[config.mk]
export PLATFORM = sky130hd
export DESIGN_NAME = nmi_xfer_master
export DESIGN_NICKNAME = d
export VERILOG_FILES = /design/src/rtl/nmi_xfer_pkg.sv /design/src/rtl/nmi_xfer_fifo.sv /design/src/rtl/nmi_xfer_master.sv
export SDC_FILE = /design/constraint.sdc
export NUM_CORES = 1
export LEC_CHECK = 0
export CORE_ASPECT_RATIO = 0.75
export CORE_MARGIN = 4
export CORE_UTILIZATION = 25
export DETAILED_ROUTE_END_ITERATION = 7
export HOLD_SLACK_MARGIN = 0.06
export SLEW_MARGIN = 20
export SYNTH_ARGS = -nofsm -noshare
export SYNTH_HDL_FRONTEND = slang
export SYNTH_SLANG_ARGS = --single-unit
[constraint.sdc]
create_clock -name clk_i -period 6.7 [get_ports clk_i]
set_input_delay 1.34 -clock clk_i [delete_from_list [all_inputs] [get_ports clk_i]]
set_output_delay 1.34 -clock clk_i [all_outputs]
set_load 0.01 [all_outputs]
[src/rtl/nmi_xfer_pkg.sv]
`default_nettype none
// ============================================================================
//  Module      : nmi_xfer_pkg
//  Description : Shared types and constants for the NMI transfer master:
//                command record, transfer FSM state encoding, read strobe.
//  Revision    : 1.0 - initial release
// ============================================================================
package nmi_xfer_pkg;

    // One queued bus command. wstrb == NMI_RD_STRB marks a read.
    typedef struct packed {
        logic [31:0] addr;
        logic [31:0] wdata;
        logic [3:0]  wstrb;
    } nmi_cmd_t;

    localparam int CMD_W = $bits(nmi_cmd_t);

    typedef enum logic [1:0] {
        IDLE = 2'd0,
        REQ  = 2'd1,
        RSP  = 2'd2
    } xfer_state_e;

    localparam logic [3:0] NMI_RD_STRB = 4'h0;

endpackage
`default_nettype wire

[src/rtl/nmi_xfer_fifo.sv]
`default_nettype none
// ============================================================================
//  Module      : nmi_xfer_fifo
//  Description : Generic synchronous first-word-fall-through FIFO.
//                data_o always shows the head entry while empty_o is low.
//  Ports       : clk_i/rst_i   clock, synchronous active-high reset
//                push_i/data_i write side (ignored while full)
//                pop_i/data_o  read side (ignored while empty)
//                full_o/empty_o/count_o  occupancy, all from registered count
//  Revision    : 1.0 - initial release
// ============================================================================
module nmi_xfer_fifo #(
    parameter int DATA_W = 8,
    parameter int DEPTH  = 4
) (
    input  logic                         clk_i,
    input  logic                         rst_i,
    input  logic                         push_i,
    input  logic [DATA_W-1:0]            data_i,
    input  logic                         pop_i,
    output logic [DATA_W-1:0]            data_o,
    output logic                         full_o,
    output logic                         empty_o,
    output logic [$clog2(DEPTH+1)-1:0]   count_o
);

    localparam int PTR_W = $clog2(DEPTH);
    localparam int CNT_W = $clog2(DEPTH + 1);
    localparam logic [CNT_W-1:0] FULL_CNT = CNT_W'(DEPTH);

    logic [DATA_W-1:0] mem_q [DEPTH];
    logic [PTR_W-1:0]  wr_ptr_q;
    logic [PTR_W-1:0]  rd_ptr_q;
    logic [CNT_W-1:0]  count_q;
    logic              w_push;
    logic              w_pop;

    assign full_o  = (count_q == FULL_CNT);
    assign empty_o = (count_q == '0);
    assign count_o = count_q;
    assign data_o  = mem_q[rd_ptr_q];

    // A push while full is dropped even if a pop happens in the same cycle;
    // the freed slot becomes visible on the following cycle.
    assign w_push = push_i & ~full_o;
    assign w_pop  = pop_i & ~empty_o;

    always_ff @(posedge clk_i) begin
        if (rst_i) begin
            wr_ptr_q <= '0;
            rd_ptr_q <= '0;
            count_q  <= '0;
        end else begin
            if (w_push) wr_ptr_q <= wr_ptr_q + PTR_W'(1);
            if (w_pop)  rd_ptr_q <= rd_ptr_q + PTR_W'(1);
            case ({w_push, w_pop})
                2'b10:   count_q <= count_q + CNT_W'(1);
                2'b01:   count_q <= count_q - CNT_W'(1);
                default: count_q <= count_q;
            endcase
        end
    end

    // Storage needs no reset; only entries between the pointers are observed.
    always_ff @(posedge clk_i) begin
        if (w_push) mem_q[wr_ptr_q] <= data_i;
    end

endmodule
`default_nettype wire

[src/rtl/nmi_xfer_master.sv]
`default_nettype none
// ============================================================================
//  Module      : nmi_xfer_master
//  Description : Command-driven NMI bus initiator. Queues read/write commands,
//                issues them one at a time on the NMI port, returns read data
//                or write completions in order, and aborts a transfer whose
//                request is held too long without nmi_ready_i.
//  Ports       : cmd_*     command input (valid/ready), wstrb 0 = read
//                rsp_*     response output (valid/ready), err = timed out
//                nmi_*     NMI master port, ready is a one-cycle completion
//                busy_o    work queued or a transfer in flight
//                timeout_cnt_o  saturating count of aborted transfers
//  Revision    : 1.0 - initial release
// ============================================================================
module nmi_xfer_master
    import nmi_xfer_pkg::*;
#(
    parameter int          CMD_DEPTH   = 4,
    parameter int          TIMEOUT_CYC = 1024,
    parameter logic [31:0] ERR_RDATA   = 32'hDEAD_BEEF
) (
    input  logic        clk_i,
    input  logic        rst_i,
    input  logic        cmd_valid_i,
    output logic        cmd_ready_o,
    input  logic [31:0] cmd_addr_i,
    input  logic [31:0] cmd_wdata_i,
    input  logic [3:0]  cmd_wstrb_i,
    output logic        rsp_valid_o,
    input  logic        rsp_ready_i,
    output logic [31:0] rsp_rdata_o,
    output logic        rsp_err_o,
    output logic        nmi_valid_o,
    input  logic        nmi_ready_i,
    output logic [31:0] nmi_addr_o,
    output logic [31:0] nmi_wdata_o,
    output logic [3:0]  nmi_wstrb_o,
    input  logic [31:0] nmi_rdata_i,
    output logic        busy_o,
    output logic [7:0]  timeout_cnt_o
);

    localparam int CNT_W = $clog2(CMD_DEPTH + 1);
    // Keep the watchdog at least one bit wide so a disabled watchdog
    // still elaborates cleanly.
    localparam int WD_W = (TIMEOUT_CYC > 0) ? $clog2(TIMEOUT_CYC + 1) : 1;
    localparam logic [WD_W-1:0] WD_LAST = (TIMEOUT_CYC > 0) ? WD_W'(TIMEOUT_CYC - 1) : '0;

    xfer_state_e       state_q, state_d;
    logic [31:0]       addr_q, addr_d;
    logic [31:0]       wdata_q, wdata_d;
    logic [3:0]        wstrb_q, wstrb_d;
    logic [31:0]       rdata_q, rdata_d;
    logic              err_q, err_d;
    logic [WD_W-1:0]   wd_q, wd_d;
    logic [7:0]        tocnt_q, tocnt_d;

    nmi_cmd_t          w_cmd_in;
    nmi_cmd_t          w_cmd_head;
    logic              w_fifo_pop;
    logic              w_fifo_full;
    logic              w_fifo_empty;
    logic [CNT_W-1:0]  w_fifo_count;
    logic              w_timeout;

    assign w_cmd_in = {cmd_addr_i, cmd_wdata_i, cmd_wstrb_i};

    nmi_xfer_fifo #(
        .DATA_W (CMD_W),
        .DEPTH  (CMD_DEPTH)
    ) u_cmd_fifo (
        .clk_i   (clk_i),
        .rst_i   (rst_i),
        .push_i  (cmd_valid_i),
        .data_i  (w_cmd_in),
        .pop_i   (w_fifo_pop),
        .data_o  (w_cmd_head),
        .full_o  (w_fifo_full),
        .empty_o (w_fifo_empty),
        .count_o (w_fifo_count)
    );

    assign w_timeout = (TIMEOUT_CYC != 0) && (wd_q >= WD_LAST);

    always_comb begin
        state_d    = state_q;
        addr_d     = addr_q;
        wdata_d    = wdata_q;
        wstrb_d    = wstrb_q;
        rdata_d    = rdata_q;
        err_d      = err_q;
        wd_d       = wd_q;
        tocnt_d    = tocnt_q;
        w_fifo_pop = 1'b0;

        case (state_q)
            IDLE: begin
                if (!w_fifo_empty) begin
                    w_fifo_pop = 1'b1;
                    addr_d     = w_cmd_head.addr;
                    wdata_d    = w_cmd_head.wdata;
                    wstrb_d    = w_cmd_head.wstrb;
                    wd_d       = '0;
                    state_d    = REQ;
                end
            end
            REQ: begin
                // Completion takes priority over an abort in the same cycle.
                if (nmi_ready_i) begin
                    rdata_d = (wstrb_q == NMI_RD_STRB) ? nmi_rdata_i : 32'h0;
                    err_d   = 1'b0;
                    state_d = RSP;
                end else if (w_timeout) begin
                    rdata_d = ERR_RDATA;
                    err_d   = 1'b1;
                    tocnt_d = (tocnt_q == 8'hFF) ? tocnt_q : tocnt_q + 8'd1;
                    state_d = RSP;
                end else if (TIMEOUT_CYC != 0) begin
                    wd_d = wd_q + WD_W'(1);
                end
            end
            RSP: begin
                if (rsp_ready_i) state_d = IDLE;
            end
            default: state_d = IDLE;
        endcase
    end

    always_ff @(posedge clk_i) begin
        if (rst_i) begin
            state_q <= IDLE;
            addr_q  <= '0;
            wdata_q <= '0;
            wstrb_q <= '0;
            rdata_q <= '0;
            err_q   <= 1'b0;
            wd_q    <= '0;
            tocnt_q <= '0;
        end else begin
            state_q <= state_d;
            addr_q  <= addr_d;
            wdata_q <= wdata_d;
            wstrb_q <= wstrb_d;
            rdata_q <= rdata_d;
            err_q   <= err_d;
            wd_q    <= wd_d;
            tocnt_q <= tocnt_d;
        end
    end

    assign cmd_ready_o   = ~w_fifo_full;
    assign nmi_valid_o   = (state_q == REQ);
    assign rsp_valid_o   = (state_q == RSP);
    assign nmi_addr_o    = addr_q;
    assign nmi_wdata_o   = wdata_q;
    assign nmi_wstrb_o   = wstrb_q;
    assign rsp_rdata_o   = rdata_q;
    assign rsp_err_o     = err_q;
    assign timeout_cnt_o = tocnt_q;
    assign busy_o        = (w_fifo_count != '0) | (state_q != IDLE);

endmodule
`default_nettype wire
Word level (Yosys, flattened, before mapping)
Memory sizes are Yosys's and may differ from the RTL's. A register that Yosys moved wholly into a read port is not among the register bits.
Index checks and enable logic that the tools add are counted.
W data, S select, Z words.
Cells by class
  equality and inequality tests: 11
  muxes and demuxes: 19
  add/sub/neg operators: 6
  bitwise logic cells: 7
  order comparisons: 1
  reduce and logical (&&, ||, !) cells: 13
Operator list (number)
  $mux W32: 3
  $mux W11: 3
  $pmux W11 S2: 1
  $add A11 B1 Y11 const B: 1
  $ge A11 B10 Y1 const B: 1
  $add A8 B1 Y8 const B: 1
  $eq A8 B8 Y1 const B: 1
  $mux W2: 4
  $reduce_and A4 Y1: 2
  $reduce_bool A2 Y1: 4
  $mux W1: 6
  $ne A2 B2 Y1 const B: 3
  $pmux W2 S3: 1
  $pmux W3 S2: 1
  $add A2 B1 Y2 const B: 2
  $eq A2 B1 Y1 const B: 2
  $eq A2 B2 Y1 const B: 2
  $logic_not A4 Y1: 1
  $not A1 Y1: 4
  $reduce_and A2 Y1: 2
  $add A3 B1 Y3 const B: 1
  $eq A3 B3 Y1 const B: 1
  $logic_not A3 Y1: 1
  $ne A3 B1 Y1 const B: 1
  other kinds (7): 8
Word-level totals
  register bits after elaboration: 61
  bits of input ports: 105
  logic and storage cells: 66
  RAM bits: 272
  output and inout bits: 113
  memories: 1
Memory list
  u_cmd_fifo.mem_q: words 4, width 68, read ports 1, clocked after Yosys merged registers in 1, write ports 1, line nmi_xfer_fifo.sv:31  | logic [DATA_W-1:0] mem_q [DEPTH];

Logic depth before layout (Yosys ltp)
  word-level depth: 6
  depth in mapped cells: 10
  gate-level depth less buffers: 9

By module
Synthesis repeated with hierarchy kept, for this count alone.
Second synthesis, totals
  cells, all modules: 978
  area, all modules: 14963.1 sq um
By module, submodules not included
  nmi_xfer_fifo: seq. area each 8348.0 sq um, area an instance 10306.1 sq um, instances 1, cells an instance 410
  nmi_xfer_master: seq. area each 2442.3 sq um, area an instance 4657.0 sq um, instances 1, cells an instance 568

Least setup slack after synthesis
OpenSTA, ideal clock, no wires.
  path type: input to register
  start: input port cmd_valid_i
  end: memory u_cmd_fifo.mem_q[0][0] (netlist name), enable pin
  buffers on the path: 0
  library setup time: 0.434 ns
  slack: 3.292 ns
  stages: 1
  required time: 6.266 ns
  arrival time: 2.974 ns
  path through: and3_1
On the way
  cells in the longest elaborated chain, start to end: 3
RTL lines
  from (decl): line nmi_xfer_master.sv:24  | input logic cmd_valid_i,
  $and A1 B1 Y1: line nmi_xfer_fifo.sv:45  | assign w_push = push_i & ~full_o;
  $mux W1: line nmi_xfer_fifo.sv:66  | if (w_push) mem_q[wr_ptr_q] <= data_i;
  $mux W1 (not written as such): line nmi_xfer_fifo.sv:66
  to (decl): line nmi_xfer_fifo.sv:31
Every way passes these cells.

Final worst setup path
  start: register state_q[1]
  end: output port nmi_valid_o
On the way
  cells in the longest elaborated chain, start to end: 1
RTL lines
  from (decl): line nmi_xfer_master.sv:49  | xfer_state_e state_q, state_d;
  from (signal assigned): line nmi_xfer_master.sv:140  | state_q <= state_d;
  $eq A2 B1 Y1: line nmi_xfer_master.sv:152  | assign nmi_valid_o = (state_q == REQ);
  to (decl): line nmi_xfer_master.sv:33  | output logic nmi_valid_o,
Every way passes these cells.

==> impl.org <==
** Cells and area
- After the last flow step, the layout net total stands at 1278.
- In the final layout, the share of cells above drive strength 1 is 0.151.
- After routing the design area is 19400 um^2.
- Area Overhead vs Synth :: 30.2%
- For this run, the share of the core covered by cells in the final layout is 0.328.

** Pwr
- For this design the ratio of total power to cell area is 405 nW/um^2.
- IR analysis of the VDD net gives a maximum drop of 0.000228 V.
- Leakage power summed over all cells :: 6.24 nW
- Power, Total :: 0.00783 W

** Floorplan
- Pin placement for this block handled 218 I/O pins.
- Die Footprint :: 63500 um^2
- Effective utilization at floorplan :: 0.252
- The initialized floorplan defines 77 standard-cell rows.
- In this run the vertical extent of the chip is 219 um.
- DIE WIDTH :: 290 um
- Core outline area :: 59000 um^2

** Logic synthesis
- For this run, the leading register cell type out of synthesis is sky130_fd_sc_hd__edfxtp_1.
- After synthesis the netlist holds a flip-flop and latch count of 401.
- Leading cell types by total area after synthesis :: sky130_fd_sc_hd__edfxtp_1 (55%), sky130_fd_sc_hd__dfxtp_1 (17%), sky130_fd_sc_hd__mux4_2 (10%)
- Of the post-synthesis cell area, the dominant cell type holds 0.549.
- Synth Instances :: 945
- Cell taking the most area after synthesis :: sky130_fd_sc_hd__edfxtp_1
- By instance count, the leading cell after synthesis is sky130_fd_sc_hd__edfxtp_1.
- Synthesis Warnings :: 0
- Synth unique cells :: 53
- Of the synthesized area, sequential elements account for 0.723.
- By count the netlist is led by sky130_fd_sc_hd__edfxtp_1 (272), sky130_fd_sc_hd__nand2_1 (173), sky130_fd_sc_hd__dfxtp_1 (129), sky130_fd_sc_hd__a21oi_1 (79), sky130_fd_sc_hd__mux4_2 (68).
- Of all flip-flops after synthesis, the portion carrying an async set or reset was 0.
- When the netlist entered floorplanning its net count stood at 1058.
- In this run, synthesis inferred 272 flip-flops with an integrated enable.
- A synthesized cell averages 15.7 um^2.
- In this run the cell area of the synthesized design comes to 14900 um^2.

** STA
- For the pin with the worst max-slew slack, the measured transition is 1.01 ns.
- Fmax :: 0.256 GHz
- Setup violations remaining at the end of the flow were counted as 0.
- Min Tclk post-route :: 3.90 ns
- Setup total negative slack on the finished layout was measured at 0 ns.
- Worst setup margin :: 2.80 ns
- Post-route fraction of the period consumed by the critical path :: 0.583
- The number of hold-slack violations in the final timing report was 0.
- Worst Skew :: 0.0204 ns
- Headroom to the max-slew limit came out at 0.324.
- Final Slew Violations :: 0
- Setup repair after global routing missed its margin :: false

** Route
- Detailed Routing Iterations Pass 1 :: 5
- Across all layers, the routed design uses 8656 vias.
- Residual DRC count :: 0
- Post-detailed-route wirelength per cell :: 18.5 um
- Count of routing violations after the opening detailed-route iteration :: 466
- Post-detailed-route via-to-cell ratio :: 4.35
- Overall routed net length :: 36.8 mm
- In this run the remaining antenna-violating nets after routing total 0.

** Worst setup path
- Critical path destination :: nmi_valid_o
- Worst setup path startpoint :: state_q[1]
- Critical register-to-register path endpoint :: nmi_wdata_o[27]
- Reg-to-Reg Start :: state_q[1]
- R2r setup slk :: 3.75 ns
- The worst setup path is captured at an output pin.
- Reg2reg path depth :: 6
- Arrival time at the worst endpoint :: 2.56 ns
- The worst setup path is of the reg -> out kind.
- Critical path peak fanout :: 14
- The worst setup path is launched from a register.
- STA puts the critical path data required time at 5.36 ns.

** Clock tree
- The number of clock buffers added by TritonCTS is 42.
- Sink count of the clock tree :: 401
- Number of post-CTS setup repair buffers :: 0
- Clock-pin slew was measured on the worst setup and hold paths at 0.06 ns.
- Gates resized during post-CTS repair numbered 0.
- The tree is rooted in a sky130_fd_sc_hd__clkbuf_16.
- Clk Latency, worst-skew pair :: 0.56 ns
- The longest clock path from root to sink contains 3 buffers.
- Clock tree from TritonCTS :: yes
- In this run the number of H-tree levels came out at 2.
- Buffers inserted to repair hold after CTS numbered 0.

** Run
- Max-cap violations in this run came to 0.

** Place
- After detailed placement, the total cell area comes to 17900 um^2.
- Final Wtd Congestion :: 0.736
- Worst slack after detailed placement :: 3.09 ns
- Number of buffers added on ports :: 217
- Summed over all nets, the half-perimeter wirelength after detailed placement is 21.8 mm.

** Global routing
- After global routing the overflow that remains totals 0.
- The first global-routing pass estimated 55.6 mm of wire.
- The number of global-route vias before repair came to 9103.
- Across every metal layer, demand over resource in global routing totals 0.115.
- Number of antenna violations at the first check in global routing :: 3
- Entering global routing, the biggest net connects 92 pins.

** Status
- Outcome :: finished clean

** Hold path
- The min-delay analysis places its worst path in the category reg -> reg.
==> worst min-delay path by stage <==
stage / from / endpoint / slack [ns] / cells after the start
5_1_grt: nmi_wdata_o[25] / nmi_wdata_o[25] / 0.47 / 2
2_1_floorplan: wd_q[9] / wd_q[9] / 0.45 / 2
4_1_cts: nmi_addr_o[20] / nmi_addr_o[20] / 0.46 / 2
3_5_place_dp: nmi_addr_o[20] / nmi_addr_o[20] / 0.45 / 2
3_3_place_gp: nmi_wdata_o[22] / nmi_wdata_o[22] / 0.45 / 2
6_report: nmi_addr_o[20] / nmi_addr_o[20] / 0.45 / 2
==> stage by stage <==
stage                     std cells  hold slack, ns
after detailed placement       1911           0.448
after global routing           1989           0.471
after global placement         1911           0.447
final                          1990           0.453
after CTS                      1989           0.457
after floorplan                 945           0.447
==> state kept, by name (all words and copies together), names as in the netlist <==
register and flops:
u_cmd_fifo.wr_ptr_q 2, u_cmd_fifo.mem_q 272, state_q 2, wd_q 11, nmi_wstrb_o 4, rsp_rdata_o 32, rsp_err_o 1, u_cmd_fifo.count_o 3
timeout_cnt_o 8, nmi_wdata_o 32, nmi_addr_o 32, u_cmd_fifo.rd_ptr_q 2
==> metal layers <==
metal | track usage | wire length [um] | vias up
met1 | 0.161 | 17200 | 4323
met4 | 0.0279 | 586 | 6
met5 | 0 | 35 | -
met3 | 0.0329 | 2870 | 56
met2 | 0.176 | 16000 | 248
li1 | - | - | 4023
==> cells by family after synthesis <==
group,after synthesis,share of synthesized area
muxes,77,0.110
and+or+nand+nor,258,0.0798
buffers and inverters,64,0.0178
xor gates and xnor gates,6,0.00353
DFF,401,0.723
AOI/OAI and AO/OA,131,0.0593
adders and majority gates,8,0.00723
==> critical path, cell delays in order, from the launching register on <==
cell                              delay [ns]
sky130_fd_sc_hd__dfxtp_1                0.40
sky130_fd_sc_hd__nand2b_1               0.69
sky130_fd_sc_hd__inv_1                  0.32
sky130_fd_sc_hd__clkdlybuf4s50_1        0.60
==> final cells by class <==
type | instances | area [um^2]
fill | 5744 | 39600
sequential | 401 | 10800
multi-input combinational | 480 | 3890
timing repair buffer | 226 | 2240
clock buffer | 48 | 1110
tap | 790 | 988
clock inverter | 30 | 317
inverter | 14 | 53.8
antenna | 1 | 2.50
==> power breakdown <==
part | internal [W] | switching [W] | total, W
Combinational | 0.000993 | 0.00109 | 0.00209
Clock | 0.00140 | 0.000997 | 0.00240
Sequential | 0.00310 | 0.000247 | 0.00335
==> placed cells by master, fill, tap and decap left out, types with 22 or more instances in the layout <==
| cell | count |
|---|---|
| sky130_fd_sc_hd__clkdlybuf4s50_1 | 216 |
| sky130_fd_sc_hd__a2bb2oi_1 | 22 |
| sky130_fd_sc_hd__a21oi_1 | 79 |
| sky130_fd_sc_hd__dfxtp_1 | 127 |
| sky130_fd_sc_hd__mux4_2 | 68 |
| sky130_fd_sc_hd__edfxtp_1 | 272 |
| sky130_fd_sc_hd__nor2_1 | 24 |
| sky130_fd_sc_hd__clkbuf_16 | 43 |
| sky130_fd_sc_hd__nand2_1 | 172 |
(Power assumes the default switching activity.)
